==> src/rtl/uart_fifo.sv <==
// uart_fifo: MMIO UART peripheral with TX/RX FIFOs, 16-bit baud divider,
// optional parity, 1 or 2 stop bits and sticky error flags.
//
// Ports:
//   clk            system clock
//   rst            synchronous reset, active-high
//   device_select  bus device select; access decoded when == DEVICE_ADDRESS
//   mmio_addr      register offset
//   mmio_data_in   write data
//   mmio_wr        write strobe (one cycle)
//   mmio_rd        read strobe (one cycle)
//   rx             asynchronous serial input
//   tx             serial output (idle high)
//   mmio_data_out  registered read data, valid the cycle after mmio_rd
//   irq            registered level interrupt
//
// Register map: 0 CR, 1 SR, 2 CDIV_H, 3 CDIV_L, 4 DATA_RX, 5 DATA_TX, 6 LEVEL.
module uart_fifo #(
    parameter logic [2:0]  DEVICE_ADDRESS = 3'b011,
    parameter int unsigned FIFO_DEPTH     = 8,
    parameter int unsigned DATA_BITS      = 8
) (
    input  logic        clk,
    input  logic        rst,
    input  logic [2:0]  device_select,
    input  logic [15:0] mmio_addr,
    input  logic [7:0]  mmio_data_in,
    input  logic        mmio_wr,
    input  logic        mmio_rd,
    input  logic        rx,
    output logic        tx,
    output logic [7:0]  mmio_data_out,
    output logic        irq
);

    localparam int unsigned AW = (FIFO_DEPTH > 1) ? $clog2(FIFO_DEPTH) : 1;
    localparam int unsigned CW = AW + 1;
    localparam logic [2:0]  LAST_BIT = 3'(DATA_BITS - 1);

    localparam logic [15:0] ADDR_CR      = 16'h0000;
    localparam logic [15:0] ADDR_SR      = 16'h0001;
    localparam logic [15:0] ADDR_CDIV_H  = 16'h0002;
    localparam logic [15:0] ADDR_CDIV_L  = 16'h0003;
    localparam logic [15:0] ADDR_DATA_RX = 16'h0004;
    localparam logic [15:0] ADDR_DATA_TX = 16'h0005;
    localparam logic [15:0] ADDR_LEVEL   = 16'h0006;

    typedef enum logic [2:0] {
        TX_IDLE, TX_START, TX_DATA, TX_PARITY, TX_STOP
    } tx_state_t;

    typedef enum logic [2:0] {
        RX_IDLE, RX_START, RX_DATA, RX_PARITY, RX_STOP
    } rx_state_t;

    // ------------------------------------------------------------------
    // Bus decode and control registers
    // ------------------------------------------------------------------
    logic        sel, wr_en, rd_en;
    logic [6:0]  cr;
    logic [15:0] cdiv;
    logic        rxovr, ferr, perr;
    logic [7:0]  rdata;
    logic [7:0]  sr;

    logic cr_rxe, cr_txe, cr_pen, cr_podd, cr_stop2, cr_rxie, cr_txie;

    assign sel   = (device_select == DEVICE_ADDRESS);
    assign wr_en = sel & mmio_wr;
    assign rd_en = sel & mmio_rd;

    assign cr_rxe   = cr[0];
    assign cr_txe   = cr[1];
    assign cr_pen   = cr[2];
    assign cr_podd  = cr[3];
    assign cr_stop2 = cr[4];
    assign cr_rxie  = cr[5];
    assign cr_txie  = cr[6];

    // floor((CDIV+1)/2) without a 17-bit intermediate
    logic [15:0] cdiv_half;
    assign cdiv_half = {1'b0, cdiv[15:1]} + {15'd0, cdiv[0]};

    // ------------------------------------------------------------------
    // TX FIFO
    // ------------------------------------------------------------------
    logic [DATA_BITS-1:0] tx_mem [FIFO_DEPTH];
    logic [AW-1:0]        tx_wptr, tx_rptr;
    logic [CW-1:0]        tx_count;
    logic                 tx_empty, tx_full, tx_push, tx_pop;
    logic [DATA_BITS-1:0] tx_head;

    assign tx_empty = (tx_count == '0);
    assign tx_full  = (tx_count == CW'(FIFO_DEPTH));
    assign tx_head  = tx_mem[tx_rptr];
    assign tx_push  = wr_en && (mmio_addr == ADDR_DATA_TX) && (!tx_full || tx_pop);

    always_ff @(posedge clk) begin
        if (tx_push) begin
            tx_mem[tx_wptr] <= mmio_data_in[DATA_BITS-1:0];
        end
    end

    always_ff @(posedge clk) begin
        if (rst) begin
            tx_wptr  <= '0;
            tx_rptr  <= '0;
            tx_count <= '0;
        end else begin
            if (tx_push) tx_wptr <= tx_wptr + AW'(1);
            if (tx_pop)  tx_rptr <= tx_rptr + AW'(1);
            if (tx_push && !tx_pop)      tx_count <= tx_count + CW'(1);
            else if (!tx_push && tx_pop) tx_count <= tx_count - CW'(1);
        end
    end

    // ------------------------------------------------------------------
    // RX FIFO
    // ------------------------------------------------------------------
    logic [DATA_BITS-1:0] rx_mem [FIFO_DEPTH];
    logic [AW-1:0]        rx_wptr, rx_rptr;
    logic [CW-1:0]        rx_count;
    logic                 rx_empty, rx_full, rx_push, rx_pop;
    logic                 rx_frame_ok;
    logic [DATA_BITS-1:0] rx_sh_q, rx_sh_d;

    assign rx_empty = (rx_count == '0);
    assign rx_full  = (rx_count == CW'(FIFO_DEPTH));
    assign rx_pop   = rd_en && (mmio_addr == ADDR_DATA_RX) && !rx_empty;
    assign rx_push  = rx_frame_ok && (!rx_full || rx_pop);

    always_ff @(posedge clk) begin
        if (rx_push) begin
            rx_mem[rx_wptr] <= rx_sh_q;
        end
    end

    always_ff @(posedge clk) begin
        if (rst) begin
            rx_wptr  <= '0;
            rx_rptr  <= '0;
            rx_count <= '0;
        end else begin
            if (rx_push) rx_wptr <= rx_wptr + AW'(1);
            if (rx_pop)  rx_rptr <= rx_rptr + AW'(1);
            if (rx_push && !rx_pop)      rx_count <= rx_count + CW'(1);
            else if (!rx_push && rx_pop) rx_count <= rx_count - CW'(1);
        end
    end

    // ------------------------------------------------------------------
    // TX FSM
    // ------------------------------------------------------------------
    tx_state_t            tx_state_q, tx_state_d;
    logic [15:0]          tx_cnt_q, tx_cnt_d;
    logic [DATA_BITS-1:0] tx_sh_q, tx_sh_d;
    logic [2:0]           tx_idx_q, tx_idx_d;
    logic                 tx_par_q, tx_par_d;
    logic                 tx_stop2nd_q, tx_stop2nd_d;
    logic                 tx_line_d;
    logic                 tx_load, tx_can_start, tx_bit_end;

    assign tx_can_start = cr_txe && !tx_empty;
    assign tx_bit_end   = (tx_cnt_q == '0);
    assign tx_pop       = tx_load;

    always_comb begin
        tx_state_d   = tx_state_q;
        tx_cnt_d     = tx_cnt_q;
        tx_sh_d      = tx_sh_q;
        tx_idx_d     = tx_idx_q;
        tx_par_d     = tx_par_q;
        tx_stop2nd_d = tx_stop2nd_q;
        tx_load      = 1'b0;
        tx_line_d    = 1'b1;

        case (tx_state_q)
            TX_IDLE: begin
                if (tx_can_start) tx_load = 1'b1;
            end
            TX_START: begin
                if (tx_bit_end) begin
                    tx_state_d = TX_DATA;
                    tx_cnt_d   = cdiv;
                    tx_idx_d   = '0;
                end else begin
                    tx_cnt_d = tx_cnt_q - 16'd1;
                end
            end
            TX_DATA: begin
                if (tx_bit_end) begin
                    tx_cnt_d = cdiv;
                    tx_sh_d  = tx_sh_q >> 1;
                    if (tx_idx_q == LAST_BIT) begin
                        tx_state_d   = cr_pen ? TX_PARITY : TX_STOP;
                        tx_stop2nd_d = 1'b0;
                    end else begin
                        tx_idx_d = tx_idx_q + 3'd1;
                    end
                end else begin
                    tx_cnt_d = tx_cnt_q - 16'd1;
                end
            end
            TX_PARITY: begin
                if (tx_bit_end) begin
                    tx_state_d   = TX_STOP;
                    tx_cnt_d     = cdiv;
                    tx_stop2nd_d = 1'b0;
                end else begin
                    tx_cnt_d = tx_cnt_q - 16'd1;
                end
            end
            TX_STOP: begin
                if (tx_bit_end) begin
                    if (cr_stop2 && !tx_stop2nd_q) begin
                        tx_stop2nd_d = 1'b1;
                        tx_cnt_d     = cdiv;
                    end else if (tx_can_start) begin
                        // chain straight into the next start bit: no idle gap
                        tx_load = 1'b1;
                    end else begin
                        tx_state_d = TX_IDLE;
                    end
                end else begin
                    tx_cnt_d = tx_cnt_q - 16'd1;
                end
            end
            default: tx_state_d = TX_IDLE;
        endcase

        if (tx_load) begin
            tx_state_d   = TX_START;
            tx_cnt_d     = cdiv;
            tx_sh_d      = tx_head;
            tx_par_d     = (^tx_head) ^ cr_podd;
            tx_stop2nd_d = 1'b0;
        end

        // line level is registered alongside the state it belongs to
        case (tx_state_d)
            TX_START:  tx_line_d = 1'b0;
            TX_DATA:   tx_line_d = tx_sh_d[0];
            TX_PARITY: tx_line_d = tx_par_d;
            default:   tx_line_d = 1'b1;
        endcase
    end

    always_ff @(posedge clk) begin
        if (rst) begin
            tx_state_q   <= TX_IDLE;
            tx_cnt_q     <= '0;
            tx_sh_q      <= '0;
            tx_idx_q     <= '0;
            tx_par_q     <= 1'b0;
            tx_stop2nd_q <= 1'b0;
            tx           <= 1'b1;
        end else begin
            tx_state_q   <= tx_state_d;
            tx_cnt_q     <= tx_cnt_d;
            tx_sh_q      <= tx_sh_d;
            tx_idx_q     <= tx_idx_d;
            tx_par_q     <= tx_par_d;
            tx_stop2nd_q <= tx_stop2nd_d;
            tx           <= tx_line_d;
        end
    end

    // ------------------------------------------------------------------
    // RX synchroniser and FSM
    // ------------------------------------------------------------------
    logic rx_s1, rx_s2, rx_prev, rx_fall;

    always_ff @(posedge clk) begin
        if (rst) begin
            rx_s1   <= 1'b1;
            rx_s2   <= 1'b1;
            rx_prev <= 1'b1;
        end else begin
            rx_s1   <= rx;
            rx_s2   <= rx_s1;
            rx_prev <= rx_s2;
        end
    end

    assign rx_fall = rx_prev & ~rx_s2;

    rx_state_t   rx_state_q, rx_state_d;
    logic [15:0] rx_cnt_q, rx_cnt_d;
    logic [2:0]  rx_idx_q, rx_idx_d;
    logic        rx_pbad_q, rx_pbad_d;
    logic        rx_bit_end;
    logic        set_ferr, set_perr, set_rxovr;

    assign rx_bit_end = (rx_cnt_q == '0);
    assign set_rxovr  = rx_frame_ok && rx_full && !rx_pop;

    always_comb begin
        rx_state_d  = rx_state_q;
        rx_cnt_d    = rx_cnt_q;
        rx_sh_d     = rx_sh_q;
        rx_idx_d    = rx_idx_q;
        rx_pbad_d   = rx_pbad_q;
        rx_frame_ok = 1'b0;
        set_ferr    = 1'b0;
        set_perr    = 1'b0;

        if (rx_state_q != RX_IDLE && !cr_rxe) begin
            rx_state_d = RX_IDLE;
        end else begin
            case (rx_state_q)
                RX_IDLE: begin
                    if (cr_rxe && rx_fall) begin
                        rx_idx_d  = '0;
                        rx_pbad_d = 1'b0;
                        // The fall cycle is the start-bit sample point when
                        // the half-period wait is zero, so go straight to data.
                        if (cdiv == '0) begin
                            rx_state_d = RX_DATA;
                            rx_cnt_d   = '0;
                        end else begin
                            rx_state_d = RX_START;
                            rx_cnt_d   = cdiv_half - 16'd1;
                        end
                    end
                end
                RX_START: begin
                    if (rx_bit_end) begin
                        if (rx_s2) begin
                            rx_state_d = RX_IDLE;
                        end else begin
                            rx_state_d = RX_DATA;
                            rx_cnt_d   = cdiv;
                        end
                    end else begin
                        rx_cnt_d = rx_cnt_q - 16'd1;
                    end
                end
                RX_DATA: begin
                    if (rx_bit_end) begin
                        rx_sh_d  = {rx_s2, rx_sh_q[DATA_BITS-1:1]};
                        rx_cnt_d = cdiv;
                        if (rx_idx_q == LAST_BIT) begin
                            rx_state_d = cr_pen ? RX_PARITY : RX_STOP;
                        end else begin
                            rx_idx_d = rx_idx_q + 3'd1;
                        end
                    end else begin
                        rx_cnt_d = rx_cnt_q - 16'd1;
                    end
                end
                RX_PARITY: begin
                    if (rx_bit_end) begin
                        rx_pbad_d  = rx_s2 ^ (^rx_sh_q) ^ cr_podd;
                        rx_state_d = RX_STOP;
                        rx_cnt_d   = cdiv;
                    end else begin
                        rx_cnt_d = rx_cnt_q - 16'd1;
                    end
                end
                RX_STOP: begin
                    if (rx_bit_end) begin
                        rx_state_d = RX_IDLE;
                        if (!rx_s2)                     set_ferr    = 1'b1;
                        else if (cr_pen && rx_pbad_q)   set_perr    = 1'b1;
                        else                            rx_frame_ok = 1'b1;
                    end else begin
                        rx_cnt_d = rx_cnt_q - 16'd1;
                    end
                end
                default: rx_state_d = RX_IDLE;
            endcase
        end
    end

    always_ff @(posedge clk) begin
        if (rst) begin
            rx_state_q <= RX_IDLE;
            rx_cnt_q   <= '0;
            rx_sh_q    <= '0;
            rx_idx_q   <= '0;
            rx_pbad_q  <= 1'b0;
        end else begin
            rx_state_q <= rx_state_d;
            rx_cnt_q   <= rx_cnt_d;
            rx_sh_q    <= rx_sh_d;
            rx_idx_q   <= rx_idx_d;
            rx_pbad_q  <= rx_pbad_d;
        end
    end

    // ------------------------------------------------------------------
    // Status, read mux, registers, interrupt
    // ------------------------------------------------------------------
    function automatic logic [3:0] sat4(input logic [CW-1:0] c);
        if (int'(c) > 15) return 4'hF;
        return 4'(c);
    endfunction

    logic rxne, txidle;
    assign rxne   = !rx_empty;
    assign txidle = tx_empty && (tx_state_q == TX_IDLE);
    assign sr     = {2'b00, perr, ferr, rxovr, tx_full, txidle, rxne};

    always_comb begin
        rdata = '0;
        case (mmio_addr)
            ADDR_CR:      rdata = {1'b0, cr};
            ADDR_SR:      rdata = sr;
            ADDR_CDIV_H:  rdata = cdiv[15:8];
            ADDR_CDIV_L:  rdata = cdiv[7:0];
            ADDR_DATA_RX: if (!rx_empty) rdata[DATA_BITS-1:0] = rx_mem[rx_rptr];
            ADDR_LEVEL:   rdata = {sat4(tx_count), sat4(rx_count)};
            default:      rdata = '0;
        endcase
    end

    logic sr_w1c;
    assign sr_w1c = wr_en && (mmio_addr == ADDR_SR);

    always_ff @(posedge clk) begin
        if (rst) begin
            cr            <= '0;
            cdiv          <= '0;
            rxovr         <= 1'b0;
            ferr          <= 1'b0;
            perr          <= 1'b0;
            mmio_data_out <= '0;
            irq           <= 1'b0;
        end else begin
            if (wr_en) begin
                case (mmio_addr)
                    ADDR_CR:     cr         <= mmio_data_in[6:0];
                    ADDR_CDIV_H: cdiv[15:8] <= mmio_data_in;
                    ADDR_CDIV_L: cdiv[7:0]  <= mmio_data_in;
                    default: ;
                endcase
            end
            // hardware set takes priority over a same-cycle clear
            rxovr <= (rxovr & ~(sr_w1c & mmio_data_in[3])) | set_rxovr;
            ferr  <= (ferr  & ~(sr_w1c & mmio_data_in[4])) | set_ferr;
            perr  <= (perr  & ~(sr_w1c & mmio_data_in[5])) | set_perr;
            if (rd_en) mmio_data_out <= rdata;
            irq <= (cr_rxie & rxne) | (cr_txie & txidle) | rxovr | ferr | perr;
        end
    end

endmodule

==> config.mk <==
export PLATFORM = sky130hd
export DESIGN_NAME = uart_fifo
export DESIGN_NICKNAME = d
export VERILOG_FILES = /design/src/rtl/uart_fifo.sv
export SDC_FILE = /design/constraint.sdc
export NUM_CORES = 1
export LEC_CHECK = 0
export BUFFER_PORTS_ARGS = -buffer_cell sky130_fd_sc_hd__buf_2
export CORE_UTILIZATION = 35
export DETAILED_ROUTE_END_ITERATION = 10
export GPL_TIMING_DRIVEN = 0
export PLACE_DENSITY = 0.53
export SETUP_SLACK_MARGIN = 0.15
export SLEW_MARGIN = 40
export SYNTH_ARGS = -nofsm -noshare
export SYNTH_HDL_FRONTEND = slang
export SYNTH_SLANG_ARGS = --single-unit
export TNS_END_PERCENT = 20
==> constraint.sdc <==
create_clock -name clk -period 4.2 [get_ports clk]
set_input_delay 0.21 -clock clk [delete_from_list [all_inputs] [get_ports clk]]
set_output_delay 0.21 -clock clk [all_outputs]
set_load 0.1 [all_outputs]
### Word-level counts from Yosys, hierarchy flattened

Memory sizes are Yosys's and may differ from the RTL's. A register that Yosys moved wholly into a read port is not among the register bits.
Cells that the tools add are included.

* $add $sub $neg: 14
* eq/ne operators: 39
* muxes and demuxes: 85
* bitwise gates (word level): 26
* reduce and logical (&&, ||, !) cells: 67

Operators with widths (number)
* $mux W16: 10
* $mux W3: 25
* $logic_not A16 Y1: 4
* $pmux W16 S4: 1
* $eq A16 B3 Y1 const B: 3
* $pmux W8 S6: 1
* $sub A16 B1 Y16 const B: 3
* $eq A16 B2 Y1 const B: 2
* $mux W8: 4
* $pmux W16 S2: 1
* $ne A2 B2 Y1 const B: 15
* $pmux W3 S5: 2
* $mux W1: 29
* $eq A3 B2 Y1 const B: 7
* $add A3 B1 Y3 const B: 6
* $logic_and A1 B1 Y1: 18
* $add A15 B1 Y16: 1
* $eq A16 B1 Y1 const B: 1
* $mux W4: 4
* $reduce_xor A8 Y1: 2
* $reduce_bool A2 Y1: 7
* $eq A3 B3 Y1 const B: 4
* $pmux W3 S2: 2
* $reduce_and A6 Y1: 2
* 25 further kinds: 77

* bits in registers: 122
* RAM bits: 128
* word-level logic and storage cells: 263
* memories: 2

Memories
* rx_mem: depth 8, bits a word 8, rd ports 1, clocked after Yosys merged registers in 1, wr ports 1, line 120 `logic [DATA_BITS-1:0] rx_mem [FIFO_DEPTH];`
* tx_mem: depth 8, bits a word 8, rd ports 1, clocked after Yosys merged registers in 1, wr ports 1, line 87 `logic [DATA_BITS-1:0] tx_mem [FIFO_DEPTH];`

### Logic depth before layout (Yosys ltp)

* depth in word-level cells: 13
* mapped depth: 17

### Least setup slack after synthesis

OpenSTA, ideal clock, no wires.

* kind: register to register
* start: register tx_cnt_q[0]
* end: register tx_count[3]
* arrival: 3.311 ns
* data required time: 4.130 ns
* setup slack: 0.819 ns
* cell stages (with the launch flop): 18
* buffers on the path: 2
* path through: dfxtp_1 inv_1 ha_1 nor3b_1 nand3_1 o31ai_1 and2_1 clkbuf_2 inv_1 buf_2 ha_1 inv_1 ha_1 a21o_1 a21oi_1 xnor2_1 or3_1 a21oi_1

* longest elaborated chain between the ends: 8
* elaborated cells between the ends (all ways): 11
* classes of those cells: 3 x mux; 8 x reduce/logical

Ends and longest elaborated chain
* from (decl): line 155 `logic [15:0] tx_cnt_q, tx_cnt_d;`
* from (signal assigned): line 259 `tx_cnt_q <= tx_cnt_d;`
* $logic_not A16 Y1 (*): line 164 `assign tx_bit_end = (tx_cnt_q == '0);`
* $mux W1 (*): line 214 `if (tx_bit_end) begin`
* $pmux W1 S2 (*): line 177 `case (tx_state_q)`
* $logic_or A1 B1 Y1: line 96 `assign tx_push = wr_en && (mmio_addr == ADDR_DATA_TX) && (!tx_full || tx_pop);`
* $logic_and A1 B1 Y1: line 96
* $logic_not A1 Y1: line 113 `else if (!tx_push && tx_pop) tx_count <= tx_count - CW'(1);`
* $logic_and A1 B1 Y1: line 113
* $reduce_bool A2 Y1 (no source line)
* to (signal assigned): line 112 `if (tx_push && !tx_pop) tx_count <= tx_count + CW'(1);`
* to (signal assigned): line 113
* to (decl): line 89 `logic [CW-1:0] tx_count;`

Mark *: on every way between the ends. The rest lies on a longest branch, timed or not.
A chain may end at the register's enable or synchronous reset.

### Final worst setup path

* start: register tx_cnt_q[0]
* end: register tx_count[3]

* longest elaborated chain between the ends: 8
* elaborated cells between the ends (all ways): 11
* classes of those cells: 3 x mux; 8 x reduce/logical

Ends and longest elaborated chain
* $logic_not A16 Y1 (*): line 164
* $mux W1 (*): line 214
* $pmux W1 S2 (*): line 177
* $logic_or A1 B1 Y1 (*): line 96
* $logic_and A1 B1 Y1 (*): line 96
* via tx_push: line 90 `logic tx_empty, tx_full, tx_push, tx_pop;`
* $logic_not A1 Y1: line 113
* $logic_and A1 B1 Y1: line 113
* $reduce_bool A2 Y1 (no source line)

The timed path passes the listed nets; every way through them passes the cells marked *.

==> metrics.txt <==
antenna fix cells 0; TritonRoute pass-1 iters 5; Final min period ~3.8 ns; Max clock buf depth 3; max-capacitance violation count 0; Sequential Area 6410 um2; worst-margin pin slew 0.927 ns; slowest stage delay, CP around 0.57 ns; CTS Buf Count 29; initial drt markers around 760; dpl hpwl 24.2 mm; IO Port Bufs 39; Slew HR around two fifths; number of synthesized flops with an enable pin roughly 130; sequential area share after synthesis between 50% and 60%; Syn Nets about 1,200; number of nets in the layout 1,318; Detail Route Antenna Nets 0; worst endpoint data arrival time roughly 4.3 ns; synth warn 0; met3 routed WL between 1.5 and 2 mm; synth top area cells edfxtp_1 (31%), dfxtp_1 (21%), mux4_2 (6.0%); Fmax approximately 260 MHz; area growth from synthesis to layout 17.1%; status completed; synth cell count leaders dfxtp_1 (128), edfxtp_1 (128), nand2_1 (118), a21oi_1 (105), nor2_1 (105); #FFs+latches synth ~260; row cnt 68; Die W 190 um; clk_lat worst skew 0.58 ns; multi-input combinational cell area about 5800 um2; Max Slew Vio Count 0; Initial Util between 30% and 40%; worst min path class input pin to flop; placed cell areas 13,400 um2; Worst Path Buf+Inv 3; Total Die Area approximately 36,000 um2; htree depth 1; Post-Syn Instances around 1,200; Die H 190 um; Post-CTS Setup Bufs 0; wire per inst about 20 um; pwr/cell area around 380 nW/um2; wl on met1 roughly 16 mm; period utilization between 90% and 100%; Final Hold Viols 0; Worst Path Required approximately 4.7 ns; first-pass GRT wire length 53.6 mm; clk sink count roughly 260; Post-Synthesis Cell Area between 10,000 and 15,000 um2; distinct cell type count after synthesis a little over 80; CP cell instances inv_1, ha_1, nor3b_2, nand2_1, nor4_2, o21ai_1, inv_1, ha_1, inv_1, ha_1, a21o_1, a21oi_1, xnor2_1, or3_1, a21oi_1; top layer in use met4; clk_skew between 0.015 and 0.02 ns; Post-synth ARST share 0%; Final setup viols 0; RSZ-0062 raised after global routing true; Worst Setup End Kind flop; WS Path Type flop to flop; layout cells sized above 1 about 17%; fin area between 10,000 and 15,000 um2; root buf cell clkbuf_16; Top FF cell, synth edfxtp_1; post-synth top area share ~31%; Fillers about 3,400; gpl congestion between 0.8 and 0.9; vias post-DR between 9,000 and 10,000; GRT Overall Usage about a fifth; Worst-path clk slew about 0.060 ns; cell taking the most area after synthesis edfxtp_1; CP Max Fanout 9; CP top delay family simple AND/OR/NAND/NOR gates; largest net degree at the start of global routing 16; hold slack 0.0120 ns; Leak between 5 and 6 nW; CP max-delay cell nor4_2; initial antenna violation count 1; DRC viols 0; critical path startpoint category flop; syn_area_per_cell between 10 and 15 um2; WL met2 about 16 mm; peak supply drop 284 uV; CORE AREA 34,700 um2; CTS tree yes; Post-Route WL 34.3 mm; total I/O pin count between 40 and 50; vias in the first global route around 9,000; grt ovf 0; vias per cell 5.48
## routing by layer
layer,vias up,track usage (%)
met3,64,2.23
met2,271,31.3
met4,0,6.58
met1,4647,26.3
li1,4556,-
met5,-,0
## per-stage QoR
| step | power (W) | instances | worst slack [ns] | setup TNS (ns) | util, % |
|---|---|---|---|---|---|
| after floorplan | 0.00270 | 1179 | 0.819 | 0 | - |
| after global placement | 0.00276 | 1673 | -0.735 | -15.01 | 38.0 |
| after detailed placement | 0.00276 | 1684 | 0.0112 | 0 | 38.5 |
| after CTS | 0.00561 | 1742 | 0.264 | 0 | 41.7 |
| after global routing | 0.00572 | 1742 | 0.0769 | 0 | 41.9 |
| final | 0.00555 | 1742 | 0.390 | 0 | 41.9 |
## power breakdown
group | total (W) | switching, W | internal [W]
Sequential | 0.00261 | 0.000000607 | 0.00261
Combinational | 0.000101 | 0.0000741 | 0.0000266
Clock | 0.00284 | 0.00106 | 0.00178
Total | 0.00555 | 0.00113 | 0.00442
## timing repair
item,in CTS,in global routing
gates resized for setup,1,5
hold buffers,5,0
setup endpoints to repair,1,2
pin swaps,0,1
cloned,0,0
hold endpoints to repair,13,0
## path summary, 6_finish.rpt
check	cells after the start	to	startpoint	slack [ns]
hold / removal	3	cdiv[0]$_SDFFE_PP0P_	mmio_data_in[0]	0.01
hold reg to reg	1	rx_s2$_SDFF_PP1_	rx_s1$_SDFF_PP1_	0.41
setup / recovery	15	tx_count[3]$_SDFFE_PP0P_	tx_cnt_q[0]$_SDFFE_PP0P_	0.39
setup reg to reg	15	tx_count[3]$_SDFFE_PP0P_	tx_cnt_q[0]$_SDFFE_PP0P_	0.39
## cells by family (layout without fill, tap and decap cells)
family | after synthesis | count (layout) | synth area share (%)
AND/OR/NAND/NOR | 418 | 418 | 16.7
AO/OA/AOI/OAI | 267 | 267 | 13.1
flip-flops | 256 | 256 | 51.6
buffers and inverters | 102 | 210 | 3.42
multiplexers | 86 | 86 | 10.4
XOR/XNOR | 29 | 29 | 2.56
adder cells (fa/ha/maj) | 21 | 21 | 2.24
## area by class of cell
type                       instances  share of cell area [%]
sequential                       256                    44.1
clock inverter                    15                    1.80
multi-input combinational        821                    39.6
buffer                            72                    2.15
clock buffer                      38                    5.57
inverter                          30                   0.775
tap                              455                    3.92
timing repair buffer              55                    2.13
## worst register-to-register path: stages, from the launching register on
cell and delay, ns:
dfxtp_1 0.32, inv_1 0.07, ha_1 0.21, nor3b_2 0.37, nand2_1 0.17, nor4_2 0.58
o21ai_1 0.42, inv_1 0.15, ha_1 0.19, inv_1 0.09, ha_1 0.28, a21o_1 0.17
a21oi_1 0.17, xnor2_1 0.09, or3_1 0.30, a21oi_1 0.13
## flip-flops by register name, indices dropped and copies added (netlist names), 7 cells and up, named ones only
signal         flops
tx_mem            64
mmio_data_out      8
rx_sh_q            8
tx_sh_q            8
rx_cnt_q          16
cdiv              16
tx_cnt_q          16
rx_mem            64
cr                 7
## cell usage in the layout, fill, tap and decap left out, types with 19 or more instances in the layout
cell type,n
buf_2,63
nand3_1,29
nor3_1,31
clkbuf_1,48
clkbuf_16,29
mux4_2,33
o21ai_0,57
dfxtp_1,128
edfxtp_1,128
nor2_1,101
ha_1,19
a21oi_1,105
mux2i_1,42
inv_1,29
nand2_1,118
No activity file was read; power rests on OpenSTA's default activity.
